$ cat src/rtl/spi_pkg.sv
// Shared types and constants for the SPI responder: FSM state encoding,
// default word width and the fixed mode-0 clock polarity/phase.
package spi_pkg;

    typedef enum logic [1:0] {
        IDLE  = 2'd0,
        LOAD  = 2'd1,
        SHIFT = 2'd2
    } spi_resp_state_t;

    localparam int SPI_DATA_W = 8;
    localparam bit SPI_CPOL   = 1'b0;
    localparam bit SPI_CPHA   = 1'b0;

endpackage

$ cat src/rtl/spi_responder_if.sv
// Byte-level client bus of the SPI responder: TX holding-register handshake
// plus received-word, underrun and busy status.
interface spi_responder_if
    import spi_pkg::*;
#(
    parameter int DATA_W = SPI_DATA_W
) ();

    logic [DATA_W-1:0] tx_data;
    logic              tx_valid;
    logic              tx_ready;
    logic [DATA_W-1:0] rx_data;
    logic              rx_valid;
    logic              tx_underrun;
    logic              busy;

    modport slave (
        input  tx_data, tx_valid,
        output tx_ready, rx_data, rx_valid, tx_underrun, busy
    );

    modport master (
        output tx_data, tx_valid,
        input  tx_ready, rx_data, rx_valid, tx_underrun, busy
    );

endinterface

$ cat src/rtl/spi_sync_edge.sv
// Multi-flop synchronizer for an asynchronous pin followed by an edge
// register, giving the synchronized level and single-cycle rise/fall strobes.
module spi_sync_edge
    import spi_pkg::*;
#(
    parameter int STAGES    = 2,
    parameter bit RESET_VAL = 1'b0
) (
    input  logic clk,
    input  logic rst,
    input  logic din,
    output logic level,
    output logic rise,
    output logic fall
);

    logic [STAGES-1:0] sync_q;
    logic [STAGES-1:0] sync_d;
    logic              prev_q;

    always_comb begin
        sync_d = {sync_q[STAGES-2:0], din};
    end

    always_ff @(posedge clk or negedge rst) begin
        if (!rst) begin
            sync_q <= {STAGES{RESET_VAL}};
            prev_q <= RESET_VAL;
        end else begin
            sync_q <= sync_d;
            prev_q <= sync_q[STAGES-1];
        end
    end

    assign level = sync_q[STAGES-1];
    assign rise  = level & ~prev_q;
    assign fall  = ~level & prev_q;

endmodule

$ cat src/rtl/spi_responder.sv
// SPI mode-0 responder running entirely in the clk domain: oversampled
// cs/sclk/mosi, one-entry TX holding register, MSB-first shift registers.
module spi_responder
    import spi_pkg::*;
#(
    parameter int DATA_W      = SPI_DATA_W,
    parameter int SYNC_STAGES = 2
) (
    input  logic            clk,
    input  logic            rst,
    input  logic            cs,
    input  logic            sclk,
    input  logic            mosi,
    output logic            miso,
    spi_responder_if.slave  bus
);

    localparam int              CNT_W    = (DATA_W > 1) ? $clog2(DATA_W) : 1;
    localparam logic [CNT_W-1:0] LAST_BIT = CNT_W'(DATA_W - 1);

    logic cs_level, cs_rise, cs_fall;
    logic sclk_level_unused, sclk_rise, sclk_fall;

    // cs idles high, so its chain resets high to avoid a false select after reset
    spi_sync_edge #(.STAGES(SYNC_STAGES), .RESET_VAL(1'b1)) u_cs_sync (
        .clk   (clk),
        .rst   (rst),
        .din   (cs),
        .level (cs_level),
        .rise  (cs_rise),
        .fall  (cs_fall)
    );

    spi_sync_edge #(.STAGES(SYNC_STAGES), .RESET_VAL(SPI_CPOL)) u_sclk_sync (
        .clk   (clk),
        .rst   (rst),
        .din   (sclk),
        .level (sclk_level_unused),
        .rise  (sclk_rise),
        .fall  (sclk_fall)
    );

    // Same depth as the sclk chain so mosi is sampled at the matching instant
    logic [SYNC_STAGES-1:0] mosi_sync_q, mosi_sync_d;
    logic                   mosi_s;

    spi_resp_state_t   state_q, state_d;
    logic [DATA_W-1:0] tx_shift_q, tx_shift_d;
    logic [DATA_W-1:0] rx_shift_q, rx_shift_d;
    logic [DATA_W-1:0] rx_data_q, rx_data_d;
    logic [DATA_W-1:0] hold_q, hold_d;
    logic              hold_full_q, hold_full_d;
    logic [CNT_W-1:0]  cnt_q, cnt_d;
    logic              rx_valid_q, rx_valid_d;
    logic              tx_underrun_q, tx_underrun_d;
    logic              miso_q, miso_d;
    logic              busy_q, busy_d;
    logic              load_tx;
    logic              accept;

    assign mosi_s = mosi_sync_q[SYNC_STAGES-1];
    assign accept = bus.tx_valid && !hold_full_q;

    always_comb begin
        mosi_sync_d   = {mosi_sync_q[SYNC_STAGES-2:0], mosi};
        state_d       = state_q;
        tx_shift_d    = tx_shift_q;
        rx_shift_d    = rx_shift_q;
        rx_data_d     = rx_data_q;
        hold_d        = hold_q;
        hold_full_d   = hold_full_q;
        cnt_d         = cnt_q;
        rx_valid_d    = 1'b0;
        tx_underrun_d = 1'b0;
        load_tx       = 1'b0;

        case (state_q)
            IDLE: begin
                cnt_d = '0;
                if (cs_fall) begin
                    state_d = LOAD;
                end
            end
            LOAD: begin
                load_tx = 1'b1;
                cnt_d   = '0;
                state_d = SHIFT;
            end
            SHIFT: begin
                if (sclk_rise) begin
                    rx_shift_d = {rx_shift_q[DATA_W-2:0], mosi_s};
                    if (cnt_q == LAST_BIT) begin
                        rx_data_d  = {rx_shift_q[DATA_W-2:0], mosi_s};
                        rx_valid_d = 1'b1;
                        cnt_d      = '0;
                    end else begin
                        cnt_d = cnt_q + CNT_W'(1);
                    end
                end
                // A fall with the counter at zero can only follow a completed word
                if (sclk_fall) begin
                    if (cnt_q == '0) begin
                        load_tx = !cs_level;
                    end else begin
                        tx_shift_d = tx_shift_q << 1;
                    end
                end
            end
            default: begin
                state_d = IDLE;
            end
        endcase

        if (cs_rise) begin
            state_d    = IDLE;
            cnt_d      = '0;
            rx_valid_d = 1'b0;
            rx_data_d  = rx_data_q;
            load_tx    = 1'b0;
        end

        if (load_tx) begin
            if (hold_full_q) begin
                tx_shift_d = hold_q;
            end else begin
                tx_shift_d    = '0;
                tx_underrun_d = 1'b1;
            end
        end

        if (accept) begin
            hold_d      = bus.tx_data;
            hold_full_d = 1'b1;
        end else if (load_tx && hold_full_q) begin
            hold_full_d = 1'b0;
        end

        miso_d = (state_d == SHIFT) ? tx_shift_d[DATA_W-1] : 1'b0;
        busy_d = (state_d != IDLE);
    end

    always_ff @(posedge clk or negedge rst) begin
        if (!rst) begin
            mosi_sync_q   <= '0;
            state_q       <= IDLE;
            tx_shift_q    <= '0;
            rx_shift_q    <= '0;
            rx_data_q     <= '0;
            hold_q        <= '0;
            hold_full_q   <= 1'b0;
            cnt_q         <= '0;
            rx_valid_q    <= 1'b0;
            tx_underrun_q <= 1'b0;
            miso_q        <= 1'b0;
            busy_q        <= 1'b0;
        end else begin
            mosi_sync_q   <= mosi_sync_d;
            state_q       <= state_d;
            tx_shift_q    <= tx_shift_d;
            rx_shift_q    <= rx_shift_d;
            rx_data_q     <= rx_data_d;
            hold_q        <= hold_d;
            hold_full_q   <= hold_full_d;
            cnt_q         <= cnt_d;
            rx_valid_q    <= rx_valid_d;
            tx_underrun_q <= tx_underrun_d;
            miso_q        <= miso_d;
            busy_q        <= busy_d;
        end
    end

    assign miso            = miso_q;
    assign bus.tx_ready    = !hold_full_q;
    assign bus.rx_data     = rx_data_q;
    assign bus.rx_valid    = rx_valid_q;
    assign bus.tx_underrun = tx_underrun_q;
    assign bus.busy        = busy_q;

endmodule

$ cat src/flat_wrapper.sv
// flat-port wrapper written by rule: the top's interface ports become plain ports
module spi_responder_flat import spi_pkg::*;
#(
    parameter int DATA_W      = SPI_DATA_W,
    parameter int SYNC_STAGES = 2
)
  (clk, rst, cs, sclk, mosi, miso, bus_tx_data, bus_tx_valid, bus_tx_ready, bus_rx_data, bus_rx_valid, bus_tx_underrun, bus_busy);
  spi_responder_if #(.DATA_W(DATA_W)) bus_i ();
  input  logic clk;
  input  logic rst;
  input  logic cs;
  input  logic sclk;
  input  logic mosi;
  output logic miso;
  input wire logic [$bits(bus_i.tx_data)-1:0] bus_tx_data;
  input wire logic [$bits(bus_i.tx_valid)-1:0] bus_tx_valid;
  output wire logic [$bits(bus_i.tx_ready)-1:0] bus_tx_ready;
  output wire logic [$bits(bus_i.rx_data)-1:0] bus_rx_data;
  output wire logic [$bits(bus_i.rx_valid)-1:0] bus_rx_valid;
  output wire logic [$bits(bus_i.tx_underrun)-1:0] bus_tx_underrun;
  output wire logic [$bits(bus_i.busy)-1:0] bus_busy;
  assign bus_i.tx_data = bus_tx_data;
  assign bus_i.tx_valid = bus_tx_valid;
  assign bus_tx_ready = bus_i.tx_ready;
  assign bus_rx_data = bus_i.rx_data;
  assign bus_rx_valid = bus_i.rx_valid;
  assign bus_tx_underrun = bus_i.tx_underrun;
  assign bus_busy = bus_i.busy;
  spi_responder #(.DATA_W(DATA_W), .SYNC_STAGES(SYNC_STAGES)) u_core (.clk(clk), .rst(rst), .cs(cs), .sclk(sclk), .mosi(mosi), .miso(miso), .bus(bus_i));
endmodule
$ cat config.mk
export PLATFORM = sky130hd
export DESIGN_NAME = spi_responder_flat
export DESIGN_NICKNAME = d
export VERILOG_FILES = /design/src/rtl/spi_pkg.sv /design/src/rtl/spi_responder_if.sv /design/src/rtl/spi_sync_edge.sv /design/src/rtl/spi_responder.sv /design/src/flat_wrapper.sv
export SDC_FILE = /design/constraint.sdc
export NUM_CORES = 1
export LEC_CHECK = 0
export BUFFER_PORTS_ARGS = -buffer_cell sky130_fd_sc_hd__buf_2
export CAP_MARGIN = 20
export CORE_MARGIN = 5
export CORE_UTILIZATION = 54
export CTS_BUF_LIST = sky130_fd_sc_hd__clkbuf_2 sky130_fd_sc_hd__clkbuf_4 sky130_fd_sc_hd__clkbuf_8
export DETAILED_ROUTE_END_ITERATION = 8
export PLACE_DENSITY = 0.78
export SETUP_SLACK_MARGIN = 0.2
export SYNTH_ARGS = -nofsm -noshare
export SYNTH_HDL_FRONTEND = slang
export SYNTH_SLANG_ARGS = --single-unit
$ cat constraint.sdc
create_clock -name clk -period 1.8 [get_ports clk]
set_input_delay 0.09 -clock clk [delete_from_list [all_inputs] [get_ports clk]]
set_output_delay 0.09 -clock clk [all_outputs]
set_load 0.005 [all_outputs]
======== After elaboration in Yosys (flattened, before gate mapping) ========
Index checks and enable logic that the tools add are counted.
cells by class
  muxes and demuxes ....................... 25
  $lt $le $gt $ge ......................... 0
  add/sub/neg operators ................... 1
  bitwise operators ....................... 9
  multipliers ............................. 0
  reductions and logical operators ........ 16
  div/mod/pow operators ................... 0
  equal/unequal tests ..................... 6
  shift-type cells ........................ 0
operators with widths
  kind                                                                   number
  8-bit two-way mux                                                      5
  1-bit two-way mux                                                      12
  3-bit two-way mux                                                      3
  2-bit nonzero test                                                     4
  2-bit case mux with 3 select lines                                     1
  3-bit case mux with 2 select lines                                     1
  1-bit NOT                                                              5
  1-bit AND                                                              4
  2-bit equality test, second input constant                             2
  2-bit two-way mux                                                      2
  2-bit AND reduction                                                    2
  4-bit AND reduction                                                    1
  3-bit by 1-bit adder with 3-bit output, second input constant          1
  3-bit equality test, second input constant                             1
  3-bit logical NOT                                                      1
  3-bit by 1-bit != test with 1-bit output, second input constant        1
  3-bit AND reduction                                                    1
  3-bit nonzero test                                                     1
  2-bit by 1-bit equality test with 1-bit output, second input constant  1
  1-bit logical AND                                                      2
  1-bit logical NOT                                                      2
  2-bit logical NOT                                                      1
  2-bit by 1-bit != test with 1-bit output, second input constant        1
  1-bit case mux with 2 select lines                                     1
  2-bit OR reduction                                                     1
word-level totals
  bits in registers ....................... 49
  ROM bits ................................ 0
  memories ................................ 0
  output and inout bits ................... 13
  bits in latches ......................... 0
  input bits .............................. 14
  word-level logic and storage cells ...... 74
  RAM bits ................................ 0

======== Longest topological paths before layout ========
Gate-level depths: netlist (run 1).
  depth after elaboration ................. 8
  gate-level depth with buffers ........... 8
  gate-level depth less buffers ........... 6

======== Modules after synthesis ========
Synthesis (run 1) repeated with hierarchy kept, for this count alone.
second synthesis, totals
  cells, all modules ...................... 174
  area, all modules ....................... 2062.0 um^2
modules (own cells, without submodules)
  module                              cells an instance  area each (um^2)  instances
  spi_responder                       164                1878.1            1
  spi_sync_edge (u_core.u_cs_sync)    5                  93.8              1
  spi_sync_edge (u_core.u_sclk_sync)  5                  90.1              1

======== Least setup slack after synthesis (run 1) ========
Ideal clock, no wire load.
  kind .................................... reg-to-reg
  start point ............................. register u_core.state_q[0]
  end point ............................... register u_core.tx_shift_q[3]
  arrival time ............................ 1.650 ns
  stages on the path, launching flop included .. 8
  required time ........................... 1.675 ns
  path slack .............................. 0.025 ns
  clock period less this slack ............ 1.775 ns
  cells stage by stage .................... dfrtp_1 inv_1 ha_1 nand2b_1 o32ai_4 buf_6 o22ai_1 mux2_4
between the ends
  word-level cells in the longest chain between the ends .. 5
ends and longest elaborated chain
  item                                                                                                    line                  source
  start, declared                                                                                         spi_responder.sv:47   spi_resp_state_t state_q, state_d;
  start signal, assigned                                                                                  spi_responder.sv:158  state_q <= state_d;
  2-bit equality test / 2-bit by 1-bit equality test with 1-bit output (equally long branches)            spi_responder.sv:77   case (state_q)
  1-bit case mux with 2 select lines                                                                      spi_responder.sv:77
  1-bit two-way mux                                                                                       spi_responder.sv:114  if (cs_rise) begin
  2-bit by 1-bit != test with 1-bit output (no source line) / 2-bit nonzero test (equally long branches)  n/a
  3-bit AND reduction (no source line)                                                                    n/a
  end signal, assigned                                                                                    spi_responder.sv:159  tx_shift_q <= tx_shift_d;
  end, declared                                                                                           spi_responder.sv:48   logic [DATA_W-1:0] tx_shift_q, tx_shift_d;
Parallel ways exist; a longest one is shown, timed or not.
A chain may end at the register's enable or synchronous reset.

======== Worst setup path in the final report (run 1) ========
  start point ............................. register u_core.state_q[0]
  end point ............................... register u_core.tx_shift_q[4]
Same word-level chain as after synthesis.

==> flow_metrics.env, run 1 <==
export IMPL_status="finished, violations left"
export IMPL_violations="setup timing"
export IMPL_final_nets=247
export IMPL_cts_clk_slew_worst_paths_ns=0.09
export IMPL_die_area_um2=5380
export IMPL_r2r_start="u_core.state_q[0]$_DFF_PN0_"
export IMPL_relSlewSlack=0.630
export IMPL_crit_arrival_ns=2.00
export IMPL_setup_worst_path_start_class="flop"
export IMPL_critPathMaxStageDelay_ns=0.41
export IMPL_startpoint="u_core.state_q[0]$_DFF_PN0_"
export IMPL_holdPathStages=2
export IMPL_drive_above_1_share=0.476
export IMPL_worstPathRequired_ns=1.97
export IMPL_viasPerCell=5.53
export IMPL_first_pass_iters=4
export IMPL_vdd_ir_drop_max_mv=0.670
export IMPL_antenna_found_initial=0
export IMPL_drtIter0Drc=84
export IMPL_start_util=0.550
export IMPL_cts_sinks=49
export IMPL_num_antenna_cells=0
export IMPL_report_final_setup_viol=1
export IMPL_maxCapViolCount=0
export IMPL_hold_start="bus_tx_data[6]"
export IMPL_gp_congestion=0.830
export IMPL_final_common_cell="dfrtp_1"
export IMPL_post_route_period_util=1.02
export IMPL_hold_viol=0
export IMPL_die_height_um=73.4
export IMPL_fin_hold_ws_ns=0.0205
export IMPL_final_seq_area_um2=1230
export IMPL_nFillCells=263
export IMPL_root_buffer="clkbuf_8"
export IMPL_clock_path_buffers=2
export IMPL_worstMarginPinSlew_ns=0.555
export IMPL_path_buf_inv=2
export IMPL_netlist_cell_type_count=39
export IMPL_cts_tree="built"
export IMPL_rows=23
export IMPL_num_vias=1531
export IMPL_grt_pass1_vias=1597
export IMPL_layout_common_cells="dfrtp_1 (45), buf_2 (26), nand2_1 (25)"
export IMPL_ys_ff_latch=49
export IMPL_cts_max_level=2
export IMPL_area_growth_syn_to_layout_pct=29.0
export IMPL_yosysWarnings=0
export IMPL_utilization=0.709
export IMPL_syn_num_nets=194
export IMPL_period_needed_ns=1.83
export IMPL_grt_max_degree=28
export IMPL_pre_cts_ws_ns=-0.114
export IMPL_die_w_um=73.4
export IMPL_num_io_pins=27
export IMPL_routed_wl_um=4920
export IMPL_placeableCoreArea_um2=3940
export IMPL_dp_hpwl_um=3130
export IMPL_r2r_cells=7
export IMPL_io_buffers=26
export IMPL_crit_slowest_cell="dfrtp_1"
export IMPL_ant_nets=0
export IMPL_clock_latency_ns=0.30
export IMPL_multi_input_area_um2=1020
export IMPL_grt_usage=0.185
export IMPL_path_depth=7
export IMPL_ff2ff_setup_slack_ns=-0.03
export IMPL_grt_pass1_wl_um=7560
export IMPL_avgSynthCellArea_um2=12.5
export IMPL_slew_violations=0
export IMPL_timing_final_ws_setup_ns=-0.0283
export IMPL_ys_seq_area_frac=0.568
export IMPL_syn_inst=173
export IMPL_drcViolationCount=0
export IMPL_hp_class="primary input to flop"
export IMPL_clock_skew_ns=0.0111
export IMPL_critPathMaxFanout=4
export IMPL_end_kind="flop"
export IMPL_routedWlPerCell_um=17.8
export IMPL_grt_overflow_total=0
export IMPL_power_density_nw_per_um2=1280
export IMPL_path_delay_family="flip-flops"
export IMPL_rsz0062_at_grt="true"
export IMPL_cp_cell_sequence="inv_2 -> ha_4 -> nand3b_4 -> o32ai_4 -> buf_6 -> mux2i_2 -> mux2i_1"
export IMPL_fmax_mhz=547
export IMPL_syn_area_um2=2170
export IMPL_cts_made_buffers=5
export IMPL_power_leakage_nw=1.38
export IMPL_path_class="flop to flop"
==> cell usage after synthesis <==
master     instances  area [µm²]
dfrtp_1           46        1150
nand2_1           25        93.8
mux2_2            17         191
inv_1             12        45.0
ha_1               7        87.6
nand3_1            7        35.0
and2_1             5        31.3
nor2_1             5        18.8
mux2i_1            4        40.0
nand2b_1           4        25.0
dfstp_2            3        78.8
o22ai_1            3        18.8
a21o_1             2        15.0
a21oi_1            2        10.0
a22oi_1            2        15.0
a32oi_1            2        17.5
buf_6              2        22.5
mux2_4             2        30.0
nor2b_1            2        12.5
o21ai_0            2        10.0
a2111o_1           1        11.3
a22o_1             1        8.76
a2bb2oi_1          1        8.76
a32oi_4            1        27.5
and2b_1            1        7.51
and3b_4            1        12.5
buf_2              1        5.00
clkbuf_1           1        3.75
inv_2              1        3.75
nand3_4            1        17.5
nand3b_2           1        11.3
nand3b_4           1        20.0
nor3b_1            1        7.51
o211ai_1           1        7.51
o21ai_2            1        8.76
o21bai_1           1        7.51
o221ai_2           1        15.0
o32ai_4            1        27.5
or2_2              1        6.26
==> through the flow <==
stage / total power (W) / TNS (ns) / instances / area (µm²)
final: 0.00357 / -0.0283 / 277 / 2800
after global routing: 0.00375 / -0.137 / 277 / 2800
after CTS: 0.00342 / 0 / 273 / 2670
after detailed placement: 0.00264 / -0.140 / 255 / 2460
after global placement: 0.00257 / 0 / 255 / 2460
after floorplan: 0.00231 / 0 / 173 / 2210
==> logic make-up (layout without fill, tap and decap cells) <==
kind of cell	Yosys count	count (layout)	share of synthesized area
mux	23	23	0.121
flops	49	49	0.568
compound gates	22	22	0.0964
buf+inv	17	70	0.0369
fa+ha+maj	7	7	0.0404
simple gates	55	56	0.138
==> final cells by class <==
| cell class | instances | area share |
|---|---|---|
| sequential | 49 | 0.440 |
| multi-input combinational | 108 | 0.363 |
| timing repair buffer | 49 | 0.123 |
| clock buffer | 7 | 0.0300 |
| tap | 50 | 0.0224 |
| inverter | 13 | 0.0183 |
| clock inverter | 1 | 0.00268 |
==> where the power goes <==
part | internal (W) | leakage (nW) | switching (W)
Clock | 0.000306 | 0.0453 | 0.000356
Sequential | 0.00138 | 0.628 | 0.000220
Combinational | 0.000673 | 0.707 | 0.000637
Total | 0.00236 | 1.38 | 0.00121
==> repair_timing <==
item	CTS	global route
pin swaps	2	3
gates resized for setup	11	22
hold buffers	4	0
buffers inserted	6	3
gates cloned	0	1
hold endpoints to repair	22	0
endpoints found under the setup margin	19	20
==> per-layer routing <==
layer  track usage  vias up  part of all wire
li1              -      701                 -
met1         0.213      766              0.40
met2         0.318       45              0.52
met3        0.0492       19             0.043
met4        0.0905        0             0.042
met5             0        -                 0
==> sequential cells by signal (all words and copies together) (netlist names) <==
| name | cells |
|---|---|
| u_core.mosi_sync_q | 2 |
| u_core.u_sclk_sync.sync_q | 2 |
| u_core.miso | 1 |
| u_core.hold_full_q | 1 |
| u_core.bus.rx_data | 8 |
| u_core.bus.rx_valid | 1 |
| u_core.state_q | 2 |
| u_core.bus.tx_underrun | 1 |
| u_core.cnt_q | 3 |
| u_core.tx_shift_q | 8 |
| u_core.hold_q | 8 |
| u_core.u_cs_sync.prev_q | 1 |
| u_core.u_cs_sync.sync_q | 2 |
| u_core.rx_shift_q | 7 |
| u_core.u_sclk_sync.prev_q | 1 |
| u_core.bus.busy | 1 |
==> final timing paths <==
kind / to
worst max-delay path: u_core.tx_shift_q[4]$_DFFE_PN0P_
worst min-delay path: u_core.hold_q[6]$_DFFE_PN0P_
worst max register to register: u_core.tx_shift_q[4]$_DFFE_PN0P_
worst min register to register: u_core.mosi_sync_q[1]$_DFF_PN0_
max in group asynchronous: u_core.bus.rx_data[0]$_DFFE_PN0P_
min in group asynchronous: u_core.cnt_q[2]$_DFFE_PN0P_
Note: power is estimated with default switching activity, not from simulation.
==> run 2, diff against run 1 <==
--- a/config.mk
+++ b/config.mk
@@ -10,8 +10,10 @@
 export CORE_MARGIN = 5
 export CORE_UTILIZATION = 54
 export CTS_BUF_LIST = sky130_fd_sc_hd__clkbuf_2 sky130_fd_sc_hd__clkbuf_4 sky130_fd_sc_hd__clkbuf_8
+export CTS_CLUSTER_DIAMETER = 60
 export DETAILED_ROUTE_END_ITERATION = 8
 export PLACE_DENSITY = 0.78
+export REMOVE_ABC_BUFFERS = 1
 export SETUP_SLACK_MARGIN = 0.2
 export SYNTH_ARGS = -nofsm -noshare
 export SYNTH_HDL_FRONTEND = slang
==> flow_metrics.env, run 2 (same netlist as run 1, synthesis figures left out) <==
export IMPL_final_nets=244
export IMPL_rows=23
export IMPL_cts_tree="built"
export IMPL_io_buffers=26
export IMPL_cts_max_level=2
export IMPL_clock_path_buffers=2
export IMPL_vdd_ir_drop_max_mv=0.796
export IMPL_clock_skew_ns=0.00621
export IMPL_cts_sinks=49
export IMPL_grt_usage=0.203
export IMPL_fmax_mhz=569
export IMPL_cts_made_buffers=5
export IMPL_rsz0062_at_grt="true"
export IMPL_grt_pass1_wl_um=8110
export IMPL_slew_violations=0
export IMPL_grt_overflow_total=0
export IMPL_layout_common_cells="dfrtp_1 (46), buf_2 (26), nand2_1 (25)"
export IMPL_ant_nets=0
export IMPL_hold_viol=0
export IMPL_final_common_cell="dfrtp_1"
export IMPL_nFillCells=251
export IMPL_maxCapViolCount=0
export IMPL_hp_class="primary input to flop"
export IMPL_start_util=0.550
export IMPL_drive_above_1_share=0.446
export IMPL_layout_cells_non_filler=274
export IMPL_num_io_pins=27
export IMPL_first_pass_iters=4
export IMPL_clock_latency_ns=0.30
export IMPL_worstPathRequired_ns=2.00
export IMPL_die_height_um=73.4
export IMPL_cts_clk_slew_worst_paths_ns=0.09
export IMPL_gp_congestion=0.885
export IMPL_antenna_found_initial=0
export IMPL_drtIter0Drc=85
export IMPL_drcViolationCount=0
export IMPL_viasPerCell=5.40
export IMPL_ff2ff_setup_slack_ns=0.04
export IMPL_dp_hpwl_um=3200
export IMPL_num_antenna_cells=0
export IMPL_placeableCoreArea_um2=3940
export IMPL_routed_wl_um=4850
export IMPL_crit_arrival_ns=1.95
export IMPL_worstMarginPinSlew_ns=0.551
export IMPL_final_seq_area_um2=1230
export IMPL_relSlewSlack=0.632
export IMPL_tns_ns=0
export IMPL_num_vias=1479
export IMPL_power_density_nw_per_um2=1290
export IMPL_critPathMaxFanout=7
export IMPL_path_class="flop to flop"
export IMPL_power_leakage_nw=1.39
export IMPL_setup_worst_path_start_class="flop"
export IMPL_status="finished clean"
export IMPL_end_kind="flop"
export IMPL_area_growth_syn_to_layout_pct=28.8
export IMPL_grt_max_degree=28
export IMPL_period_needed_ns=1.76
export IMPL_die_w_um=73.4
export IMPL_multi_input_area_um2=1020
export IMPL_routedWlPerCell_um=17.7
export IMPL_die_area_um2=5380
export IMPL_post_route_period_util=0.977
export IMPL_root_buffer="clkbuf_8"
export IMPL_report_final_setup_viol=0
export IMPL_dp_cells=258
export IMPL_grt_pass1_vias=1684
## run 2: cell count changes in the layout (fill, tap and decap cells not counted), moves of 2 or more
cell,change
clkbuf_4,-2
and2_4,-2
buf_4,-2
and2_1,+2
buf_6,-2
nand3_2,-2
## run 2: metrics by stage
step | setup slack (ns) | total power [W] | instance area, µm² | util | hold slack (ns)
after global routing | -0.0328 | 0.00381 | 2790 | 0.708 | 0.0122
after CTS | 0.0881 | 0.00350 | 2730 | 0.691 | 0.0149
after detailed placement | -0.0633 | 0.00260 | 2440 | 0.619 | 0.111
final | 0.0419 | 0.00361 | 2790 | 0.708 | 0.0181
after floorplan | -0.0710 | 0.00219 | 2140 | - | -0.206
after global placement | 0.102 | 0.00251 | 2440 | 0.619 | 0.101
## run 2: final cells by class
type                            count  area share
Sequential cell                    49       0.441
Multi-Input combinational cell    108       0.367
Timing Repair Buffer               46       0.117
Clock buffer                        6      0.0296
Tap cell                           50      0.0224
Inverter                           13      0.0184
Clock inverter                      2     0.00493
## run 2: worst max-delay path, stage by stage, from the launching register on
cell and delay [ns]:
dfrtp_1 0.38, inv_2 0.08, ha_4 0.30, nand2b_4 0.07
o32ai_4 0.31, buf_12 0.17, o22ai_2 0.08, mux2_4 0.27
## run 2: path summary, 6_finish.rpt
kind / startpoint / to / cells after the start
max in group asynchronous: rst / u_core.bus.rx_valid$_DFF_PN0_ / 3
max reg2reg: u_core.state_q[0]$_DFF_PN0_ / u_core.tx_shift_q[1]$_DFFE_PN0P_ / 7
max: u_core.state_q[0]$_DFF_PN0_ / u_core.tx_shift_q[1]$_DFFE_PN0P_ / 7
min: bus_tx_data[3] / u_core.hold_q[3]$_DFFE_PN0P_ / 2
min in group asynchronous: rst / u_core.cnt_q[2]$_DFFE_PN0P_ / 2
min reg2reg: u_core.u_sclk_sync.sync_q[0]$_DFF_PN0_ / u_core.u_sclk_sync.sync_q[1]$_DFF_PN0_ / 0
## run 2: layer usage
| layer | vias up | part of all wire | global-route usage |
|---|---|---|---|
| met2 | 42 | 0.54 | 0.368 |
| met1 | 737 | 0.40 | 0.230 |
| met4 | 0 | 0.020 | 0.0624 |
| met5 | - | 0 | 0 |
| li1 | 689 | - | - |
| met3 | 11 | 0.044 | 0.0588 |
## run 2: what timing repair did
item / in CTS / in global routing
buffers inserted: 2 / 1
pin swaps: 5 / 6
resized for setup: 21 / 14
gates cloned: 1 / 0
hold buffers: 4 / 0
endpoints found under the setup margin: 21 / 21
hold endpoints to repair: 22 / 0
## run 2: power by group
| part | internal, W | leakage, nW | switching (W) |
|---|---|---|---|
| Sequential | 0.00138 | 0.629 | 0.000219 |
| Combinational | 0.000691 | 0.706 | 0.000642 |
| Clock | 0.000312 | 0.0512 | 0.000364 |
| Total | 0.00238 | 1.39 | 0.00122 |
